### config.mk
export PLATFORM = sky130hd
export DESIGN_NAME = booth_mul_seq
export DESIGN_NICKNAME = d
export VERILOG_FILES = /design/src/rtl/booth_mul_seq.sv
export SDC_FILE = /design/constraint.sdc
export NUM_CORES = 1
export LEC_CHECK = 0
export BUFFER_PORTS_ARGS = -buffer_cell sky130_fd_sc_hd__buf_2
export CORE_MARGIN = 1
export CORE_UTILIZATION = 64
export DETAILED_ROUTE_END_ITERATION = 12
export MAX_ROUTING_LAYER = met4
export PLACE_DENSITY_LB_ADDON = 0.12
export SYNTH_ARGS = -nofsm -noshare
export SYNTH_HDL_FRONTEND = slang
export SYNTH_SLANG_ARGS = --single-unit
### constraint.sdc
create_clock -name clk -period 10.71 [get_ports clk]
set_clock_uncertainty 0.1 [all_clocks]
set_input_delay 0 -clock clk [delete_from_list [all_inputs] [get_ports clk]]
set_output_delay 0 -clock clk [all_outputs]
set_load 0.01 [all_outputs]
### src/rtl/booth_mul_seq.sv
// booth_mul_seq: iterative radix-4 Booth multiplier with a start/busy/done handshake.
// Retires one Booth digit per clock. Signed or unsigned operands are chosen per operation,
// and the double-width product is held until the next result replaces it.
module booth_mul_seq #(
    parameter int WIDTH = 32
) (
    input  logic                 clk,
    input  logic                 rst_n,
    input  logic                 start,
    input  logic                 is_signed,
    input  logic [WIDTH-1:0]     a,
    input  logic [WIDTH-1:0]     b,
    output logic                 busy,
    output logic                 done,
    output logic [2*WIDTH-1:0]   product
);

    // Each digit covers two multiplier bits. The extra digit absorbs the two
    // extension bits, so unsigned operands need no special handling.
    localparam int ITER = WIDTH / 2 + 1;
    localparam int CW   = $clog2(ITER + 1);
    // Accumulator precision: the extended multiplicand (WIDTH+2) plus one bit for the 2A case.
    localparam int AW   = WIDTH + 3;

    typedef enum logic [1:0] {
        IDLE = 2'd0,
        RUN  = 2'd1,
        DONE = 2'd2
    } state_t;

    state_t             state;
    logic [CW-1:0]      count;
    logic [WIDTH+1:0]   mcand;    // multiplicand extended by two bits
    logic [AW-1:0]      acc_hi;   // upper half of the running product
    logic [AW-1:0]      mplr;     // {extended multiplier, implicit 0}; the window sits in bits [2:0]

    logic [AW-1:0]      a_x;
    logic [AW-1:0]      pp;
    logic [AW-1:0]      sum;
    logic [2*AW-1:0]    shifted;

    assign a_x = {mcand[WIDTH+1], mcand};

    // Booth digit selection from the current 3-bit window, then accumulate and shift.
    always_comb begin
        // NOTE: every always_comb output gets a default first; otherwise a missed case infers a latch.
        pp = '0;
        unique case (mplr[2:0])
            3'b001, 3'b010: pp = a_x;
            3'b011:         pp = a_x << 1;
            3'b100:         pp = -(a_x << 1);
            3'b101, 3'b110: pp = -a_x;
            default:        pp = '0;
        endcase
        sum     = acc_hi + pp;
        // Arithmetic right shift by two of {sum, mplr}: replicate the sign bit into the top.
        shifted = {{2{sum[AW-1]}}, sum, mplr[AW-1:2]};
    end

    // Control FSM and datapath registers, with all outputs registered.
    always_ff @(posedge clk or negedge rst_n) begin
        if (!rst_n) begin
            // NOTE: sequential state uses non-blocking assignments so every register sees pre-edge values.
            state   <= IDLE;
            busy    <= 1'b0;
            done    <= 1'b0;
            product <= '0;
            count   <= '0;
            mcand   <= '0;
            acc_hi  <= '0;
            mplr    <= '0;
        end else begin
            unique case (state)
                IDLE, DONE: begin
                    done <= 1'b0;
                    if (start) begin
                        state  <= RUN;
                        busy   <= 1'b1;
                        count  <= CW'(ITER);
                        acc_hi <= '0;
                        if (is_signed) begin
                            mcand <= {{2{a[WIDTH-1]}}, a};
                            mplr  <= {{2{b[WIDTH-1]}}, b, 1'b0};
                        end else begin
                            mcand <= {2'b00, a};
                            mplr  <= {2'b00, b, 1'b0};
                        end
                    end else begin
                        state <= IDLE;
                    end
                end
                RUN: begin
                    acc_hi <= shifted[2*AW-1:AW];
                    mplr   <= shifted[AW-1:0];
                    count  <= count - CW'(1);
                    if (count == CW'(1)) begin
                        state   <= DONE;
                        busy    <= 1'b0;
                        done    <= 1'b1;
                        // Bit 0 still holds the leftover multiplier sign bit, so the
                        // product starts at bit 1.
                        product <= shifted[2*WIDTH:1];
                    end
                end
                default: begin
                    state <= IDLE;
                    busy  <= 1'b0;
                    done  <= 1'b0;
                end
            endcase
        end
    end

endmodule

==> metrics.md, run 1 <==
| Metric | Value |
|---|---|
| # fillers | `1,090` |
| RSZ-0062 raised after global routing | `no` |
| Vias per Instance | `6.24` |
| Clock transition at path regs | `70 ps` |
| Setup violators final | `0` |
| Max-cap violations | `0` |
| RR Startpoint | `mcand[0]` |
| Fin. Hold Viols | `0` |
| Total track usage | `0.397` |
| # DRC | `0` |
| DP HPWL | `19.8 mm` |
| Cells after Synth | `1,291` |
| Wirelength per Cell | `19.1 microns` |
| Flop2flop setup slack | `5530 ps` |
| Worst-margin pin slew | `951 ps` |
| Core ar. | `16,000 sq um` |
| Antenna violations before repair | `0` |
| Fin nets | `1,544` |
| Setup tns final | `0 ps` |
| Synth top cells by count | `365 x nand2_1, 173 x dfrtp_1, 84 x o21ai_0` |
| Clk_lat worst skew | `440 ps` |
| Site row count | `46` |
| Count of cell types in the netlist | `66` |
| Fin util | `0.786` |
| H-tree depth | `4` |
| Critical path class | `reg2reg` |
| Crit start category | `flop` |
| Share of the synthesized area in the top cell type | `0.411` |
| Die Footprint | `17,000 sq um` |
| Starting Density | `0.659` |
| Vias in the first global route | `9,840` |
| Status | `completed` |
| Root Driver | `clkbuf_16` |
| Diode count | `0` |
| Syn avg cell area | `8.16 sq um` |
| Area of the multi-input gates | `5840 sq um` |
| Crit path DAT | `5450 ps` |
| Cell Count, Final, Fillers Out | `1,667` |
| Initial DRC count | `899` |
| Post-synth EDFFs | `0` |
| Initial DRT Pass Iterations | `6` |
| Synth area leader | `dfrtp_1` |
| Share of layout cells above drive strength 1 | `0.141` |
| GRT Residual Overflow | `0` |
| Longest Clk Path Bufs | `2` |
| CTS tree | `done` |
| R2R cell count | `19` |
| Gp weighted congestion | `0.947` |
| Largest net degree at the start of global routing | `106` |
| Ys flop type | `dfrtp_1` |
| Worst Path Required | `10,980 ps` |
| Most area-consuming cells after synthesis | `dfrtp_1 41%, nand2_1 13%, ha_1 4.4%` |
| DIE HEIGHT | `130 microns` |
| Final Slew Violations | `0` |
| Final min period | `5180 ps` |
| I/O pins | `134` |
| Fmax | `193 MHz` |
| Die X | `130 microns` |
| Most frequent cell after synthesis | `nand2_1` |
| Setup crit end kind | `flop` |
| Seq cells post-synth | `173` |
| Yosys Warn Count | `0` |
| HP Class | `in2async` |
| Hold slack | `159 ps` |
| CP max FO | `10` |
| PostCTS Resize Cnt | `0` |
| Area grow syn2layout | `19.4%` |
| ANT nets after route | `0` |
| Wirelength, routed | `31.8 mm` |
| Max-slew headroom | `0.366` |
| CTS sink count | `173` |
| Port Buf Inserts | `133` |
| Via count | `10.4k` |
| Seq/Total Area, Yosys | `0.411` |
| Sequential Area | `4330 sq um` |
| Synth Cell Area | `10,500 sq um` |
| Global-route wire length before repair | `50.3 mm` |
| Final worst-path cycle share | `0.483` |
| Num CTS Buffers | `17` |
| Placed Cells | `1,568` |
| Synthesized Nets | `1,397` |
| Asr flop ratio synth | `1.00` |
| Worst R2R End | `product[61]` |
-- through the flow --
step | setup WS (ps) | cell area, sq um
3_5_place_dp | 5620 | 11300
2_1_floorplan | 6170 | 10500
4_1_cts | 5590 | 12600
3_3_place_gp | 5670 | 11300
6_report | 5530 | 12600
5_1_grt | 5130 | 12600
-- sequential cells by signal, summed over array words and instances, names as in the netlist --
register and count:
acc_hi 33, mcand 33, state 2, busy 1, mplr 35, count 5, product 64
-- worst max-delay path by stage --
stage / end / slack, ps / start
after floorplan: product[61] / 6170 / mcand[11]
after global placement: product[61] / 5670 / mcand[0]
after detailed placement: acc_hi[33] / 5620 / mcand[12]
after CTS: product[61] / 5590 / mcand[0]
after global routing: product[61] / 5130 / mcand[0]
final: product[61] / 5530 / mcand[0]
-- critical path, stage by stage, from the launching register on --
cell     delay [ps]
dfrtp_1         410
inv_1           110
ha_1            230
nor4b_2         440
and2_0          380
nand3_1         220
or3_1           430
nand2_1         110
xnor2_1         120
nand2_1          70
nand3_1         140
ha_1            320
a21o_1          230
a21o_1          180
a21oi_1         220
o21ai_0         140
a221o_1         340
o21a_1          300
or4_1           530
nand3_1          90
-- what timing repair did --
item                                   CTS  global route
endpoints found under the hold margin  172             0
hold buffers                            67             0
setup buffers                            0             0
-- cell usage in the layout, fill, tap and decap left out, drive strengths merged, types with 13 or more instances in the layout --
cell type | Yosys | final
and3 | 14 | 14
nand2 | 365 | 365
inv | 18 | 24
a22oi | 39 | 39
dlygate4sd3 | 0 | 67
nor3 | 27 | 27
ha | 37 | 37
a31oi | 13 | 13
clkbuf | 70 | 18
dfrtp | 173 | 173
buf | 14 | 145
o21ai | 84 | 84
nor2 | 77 | 77
xor2 | 19 | 19
or3 | 13 | 13
a22o | 26 | 26
a21o | 22 | 22
a21oi | 52 | 52
xnor2 | 37 | 37
nand3 | 35 | 35
-- kinds of logic (layout without fill, tap and decap cells) --
| group | after synthesis | in the layout | synth area share |
|---|---|---|---|
| flops | 173 | 173 | 0.411 |
| mux | 14 | 14 | 0.0157 |
| compound gates | 318 | 318 | 0.200 |
| simple gates | 590 | 590 | 0.244 |
| fa+ha+maj | 38 | 38 | 0.0458 |
| buf+inv | 102 | 262 | 0.0372 |
| xor+xnor | 56 | 56 | 0.0466 |
-- metal layers --
layer  global-route usage  vias up  wire, microns  part of all wire
met5                    -        -              0                 0
met3               0.0849       67           2700             0.085
li1                     -     4816              -                 -
met2                0.601      530          14700              0.46
met1                0.526     4983          13600              0.43
met4                0.139        0            757             0.024
-- cell type report --
| type | instances | area share |
|---|---|---|
| multi-input cells | 1016 | 0.464 |
| repair buffers | 212 | 0.114 |
| clock inverters | 14 | 0.0158 |
| inverters | 18 | 0.00537 |
| well taps | 216 | 0.0215 |
| flip-flops and latches | 173 | 0.344 |
| clock buffers | 18 | 0.0349 |
Power of run 1 is left out: the tool's default activity adds up to more than one toggle a clock period on the data nets, which glitch-free logic cannot reach.
==> run 2: changes to the inputs <==
- ABC_AREA: unset -> 1
- CORE_UTILIZATION: 64 -> 53
- clock period: 10.71 -> 4.2 ns (I/O delays scaled with it)
==> metrics.md, run 2 <==
| Metric | Value |
|---|---|
| Die Footprint | `20,100 sq um` |
| Count of cell types in the netlist | `50` |
| Sequential Area | `4330 sq um` |
| # DRC | `0` |
| Clk_lat worst skew | `440 ps` |
| CP max FO | `5` |
| Final min period | `3950 ps` |
| Share of the synthesized area in the top cell type | `0.417` |
| Setup tns final | `0 ps` |
| Slowest cell delay on critical path | `560 ps` |
| Initial DRC count | `864` |
| Max-cap violations | `0` |
| Area of the multi-input gates | `5300 sq um` |
| H-tree depth | `4` |
| Die X | `142 microns` |
| CTS sink count | `173` |
| DP HPWL | `22.0 mm` |
| Most common cell after layout, fill and taps aside | `nand2_1` |
| Cells after Synth | `1,371` |
| Yosys Warn Count | `0` |
| Fmax | `253 MHz` |
| Worst-margin pin slew | `995 ps` |
| Setup violators final | `0` |
| Crit start category | `flop` |
| Largest net degree at the start of global routing | `109` |
| Most area-consuming cells after synthesis | `dfrtp_1 42%, nand2_1 15%, o21ai_0 5.3%` |
| Site row count | `50` |
| CP max stage cell | `nor4_1` |
| Asr flop ratio synth | `1.00` |
| Status | `completed` |
| Crit path buf inv count | `3` |
| Core ar. | `19,000 sq um` |
| Crit path DAT | `4180 ps` |
| Clock transition at path regs | `80 ps` |
| CTS tree | `done` |
| Gp weighted congestion | `0.946` |
| Final worst-path cycle share | `0.940` |
| Wirelength, routed | `30.7 mm` |
| Total track usage | `0.327` |
| Synth top cells by count | `410 x nand2_1, 173 x dfrtp_1, 140 x inv_1` |
| Seq cells post-synth | `173` |
| Share of layout cells above drive strength 1 | `0.139` |
| Synth area leader | `dfrtp_1` |
| Max reg flops | `64` |
| Fin nets | `1,663` |
| HP Class | `in2async` |
| Antenna violations before repair | `0` |
| Placed Area | `11,300 sq um` |
| Setup crit end kind | `flop` |
| Post-synth EDFFs | `0` |
| RSZ-0062 raised after global routing | `no` |
| Seq/Total Area, Yosys | `0.417` |
| PostCTS Resize Cnt | `0` |
| Via count | `10.0k` |
| Starting Density | `0.547` |
| Root Driver | `clkbuf_16` |
| GRT Residual Overflow | `0` |
| Longest Clk Path Bufs | `2` |
| DIE HEIGHT | `142 microns` |
| Synth Cell Area | `10,400 sq um` |
| CP Launch Point | `mcand[1]` |
| Kind of cell adding the most delay to the critical path | `simple AND/OR/NAND/NOR gates` |
| Fin. Hold Viols | `0` |
| ANT nets after route | `0` |
| Syn avg cell area | `7.57 sq um` |
| Max-slew headroom | `0.337` |
| Most frequent cell after synthesis | `nand2_1` |
| I/O pins | `134` |
| Final Slew Violations | `0` |
| Diode count | `0` |
| Cell Chain, Critical Path | `inv_1 -> ha_1 -> inv_1 -> nor2_4 -> nand2_2 -> nor2_2 -> nand3_2 -> nor2_4 -> inv_1 -> nand3_1 -> o2111ai_1 -> ha_1 -> nand2_1 -> nor4_1 -> o2111ai_1 -> nand3_1 -> nand2_1 -> nand3_1 -> nand2_1` |
| Reg with most FFs | `product` |
| Critical path class | `reg2reg` |
| Vias per Instance | `5.49` |
| Wirelength per Cell | `16.8 microns` |
| Largest registers | `product (64), mplr (35)` |
| Area grow syn2layout | `21.4%` |
| Port Buf Inserts | `133` |
| Setup repair bufs after CTS | `0` |
| Worst Path Required | `4430 ps` |
| # fillers | `1,665` |
| RR Startpoint | `mcand[1]` |
| Synthesized Nets | `1,477` |
| Vias in the first global route | `9,462` |
| Ys flop type | `dfrtp_1` |
| Num CTS Buffers | `17` |
| Commonest non-fill, non-tap cells in the layout | `410 x nand2_1, 173 x dfrtp_1, 140 x inv_1` |
| Design Area, Final | `12,600 sq um` |
| Initial DRT Pass Iterations | `5` |
| Global-route wire length before repair | `49.5 mm` |
run 2: cell types whose count changed after synthesis, sizes merged, moves of 37 or more:
cell,change
a22oi,-37
clkbuf,-43
inv,+126
nand2,+49
nand3,+42
o21ai,+56
run 2: area by class of cell:
| cell class | count | area share |
|---|---|---|
| Multi-Input combinational cell | 1005 | 0.421 |
| Clock buffer | 17 | 0.0338 |
| Inverter | 145 | 0.0433 |
| Sequential cell | 173 | 0.344 |
| Tap cell | 260 | 0.0258 |
| Clock inverter | 15 | 0.0169 |
| Timing Repair Buffer | 215 | 0.116 |
run 2: per-stage QoR:
stage | hold WS (ps) | instances | util | setup slack, ps
4_1_cts | 193 | 1830 | 0.664 | 352
3_3_place_gp | 103 | 1729 | 0.594 | 345
6_report | 114 | 1830 | 0.664 | 254
3_5_place_dp | 108 | 1729 | 0.594 | 390
5_1_grt | 213 | 1830 | 0.664 | 26.2
2_1_floorplan | -396 | 1371 | - | 1160
run 2: per-layer routing:
layer	part of all wire	wire, microns	vias up	global-route usage
li1	-	-	4920	-
met1	0.47	14600	4751	0.465
met2	0.45	13800	340	0.486
met3	0.062	1900	33	0.0577
met4	0.014	425	0	0.0747
met5	0	0	-	-
run 2: logic make-up after synthesis:
| group | Yosys count | synth area share |
|---|---|---|
| simple gates | 652 | 0.270 |
| flops | 173 | 0.417 |
| compound gates | 272 | 0.157 |
| buf+inv | 193 | 0.0728 |
| fa+ha+maj | 38 | 0.0466 |
| xor+xnor | 42 | 0.0355 |
| mux | 1 | 0.000965 |
run 2: repair_timing:
item                                   in CTS  in global routing
endpoints found under the hold margin     174                  0
setup endpoints to repair                   0                  0
hold buffers                               69                  0
run 2: path summary, 6_finish.rpt:
path	depth (start not counted)	slack, ps	endpoint
setup / recovery	19	250	acc_hi[19]
hold / removal	2	110	product[24]
setup reg to reg	19	250	acc_hi[19]
hold reg to reg	2	370	product[34]
max in group asynchronous	3	2780	mcand[24]
min in group clk	4	200	mplr[9]
Power of run 2 is left out for the same reason.
==> run 3: changes to the inputs <==
- ABC_AREA: 1 -> unset
- CORE_MARGIN: 1 -> 2
- SLEW_MARGIN: unset -> 10
==> metrics.md, run 3 (synthesis gave the netlist of run 1 again) <==
| Metric | Value |
|---|---|
| Status | `finished, violations left` |
| Failing checks | `setup timing` |
| Hold slack | `71.3 ps` |
| Max-slew headroom | `0.426` |
| ANT nets after route | `0` |
| Most common cell after layout, fill and taps aside | `nand2_1` |
| # fillers | `1,498` |
| Wirelength, routed | `34.0 mm` |
| Clk_lat worst skew | `440 ps` |
| Gp weighted congestion | `0.946` |
| Final WS setup | `-35.5 ps` |
| Wirelength per Cell | `18.1 microns` |
| DP HPWL | `22.6 mm` |
| Max reg flops | `64` |
| Site row count | `51` |
| Placed Area | `12,400 sq um` |
| CTS tree | `done` |
| Clock transition at path regs | `70 ps` |
| Core ar. | `19,500 sq um` |
| HP Class | `in2async` |
| Largest registers | `product (64), mplr (35)` |
| # DRC | `0` |
| Final worst-path cycle share | `1.01` |
| Global-route wire length before repair | `53.1 mm` |
| Starting Density | `0.541` |
| CTS sink count | `173` |
| GRT Residual Overflow | `0` |
| I/O pins | `134` |
| DIE HEIGHT | `145 microns` |
| Port Buf Inserts | `133` |
| CP max FO | `6` |
| Reg with most FFs | `product` |
| Die Footprint | `21,000 sq um` |
| Diode count | `0` |
| Share of layout cells above drive strength 1 | `0.282` |
| Final min period | `4240 ps` |
| Num CTS Buffers | `17` |
| Fin nets | `1,705` |
| Root Driver | `clkbuf_16` |
| Crit start category | `flop` |
| Fmax | `236 MHz` |
| H-tree depth | `4` |
| Vias per Instance | `5.78` |
| Largest net degree at the start of global routing | `77` |
| Max-cap violations | `0` |
| Critical path class | `reg2reg` |
| Initial DRT Pass Iterations | `6` |
| Initial DRC count | `864` |
| Die X | `145 microns` |
| Worst-margin pin slew | `862 ps` |
| Vias in the first global route | `10.4k` |
| Fin. Hold Viols | `0` |
| Setup crit end kind | `flop` |
| Fin util | `0.746` |
| Commonest non-fill, non-tap cells in the layout | `361 x nand2_1, 172 x dfrtp_1, 163 x buf_4` |
| Antenna violations before repair | `0` |
| Total track usage | `0.321` |
| Crit path DAT | `4480 ps` |
| Design Area, Final | `14,500 sq um` |
| Worst Path Required | `4450 ps` |
| RSZ-0062 raised after global routing | `yes` |
| Longest Clk Path Bufs | `2` |
| Via count | `10.8k` |
| Final Slew Violations | `0` |
| Area grow syn2layout | `37.7%` |
| Setup violators final | `2` |
-- run 3: worst paths after layout --
path                             start          end  slack (ps)  cells past startpoint
hold / removal                   rst_n  product[44]          70                      2
max in group asynchronous        rst_n   acc_hi[23]        2930                      3
setup reg to reg             mcand[11]   acc_hi[33]         -40                     18
min in group clk                 a[21]    mcand[21]         190                      4
hold reg to reg            product[24]  product[24]         370                      2
setup / recovery             mcand[11]   acc_hi[33]         -40                     18
-- run 3: critical path, cell delays in order, from the launching register on --
cell	delay, ps
dfrtp_1	410
nor4_4	430
nand3_2	140
or2_4	300
nor3_4	190
nand2b_4	180
xnor2_4	80
a221oi_2	290
a31oi_2	90
ha_4	310
and3_4	180
and3_4	210
nand3_4	80
a31oi_4	220
o221a_4	290
o211ai_1	100
buf_4	190
a211o_1	260
o211ai_1	90
-- run 3: final cells by class --
| class | instances | area (sq um) | share of cell area |
|---|---|---|---|
| well taps | 265 | 332 | 0.0228 |
| flip-flops and latches | 173 | 4330 | 0.298 |
| multi-input cells | 1016 | 6460 | 0.445 |
| inverters | 18 | 67.6 | 0.00466 |
| repair buffers | 373 | 2680 | 0.185 |
| clock buffers | 17 | 425 | 0.0293 |
| clock inverters | 15 | 218 | 0.0150 |
-- run 3: layer usage --
layer  track usage  wire [microns]
met1         0.423           14600
met2         0.500           15900
met3        0.0714            2730
met4        0.0941             755
met5             -               0
-- run 3: repair_timing --
item | 4_1_cts | 5_1_grt
hold buffers | 67 | 0
buffers inserted | 4 | 23
resized for setup | 24 | 107
pin swaps | 7 | 56
hold endpoints to repair | 141 | 0
endpoints found under the setup margin | 23 | 35
-- run 3: metrics by stage --
stage / worst slack (ps) / TNS, ps / std cells
after floorplan: -20.7 / -20.7 / 1291
after global placement: -206 / -1450 / 1751
after detailed placement: -238 / -2350 / 1751
after CTS: -31.5 / -31.5 / 1854
after global routing: -224 / -2350 / 1877
final: -35.5 / -64.3 / 1877
Power of run 3 is left out for the same reason.
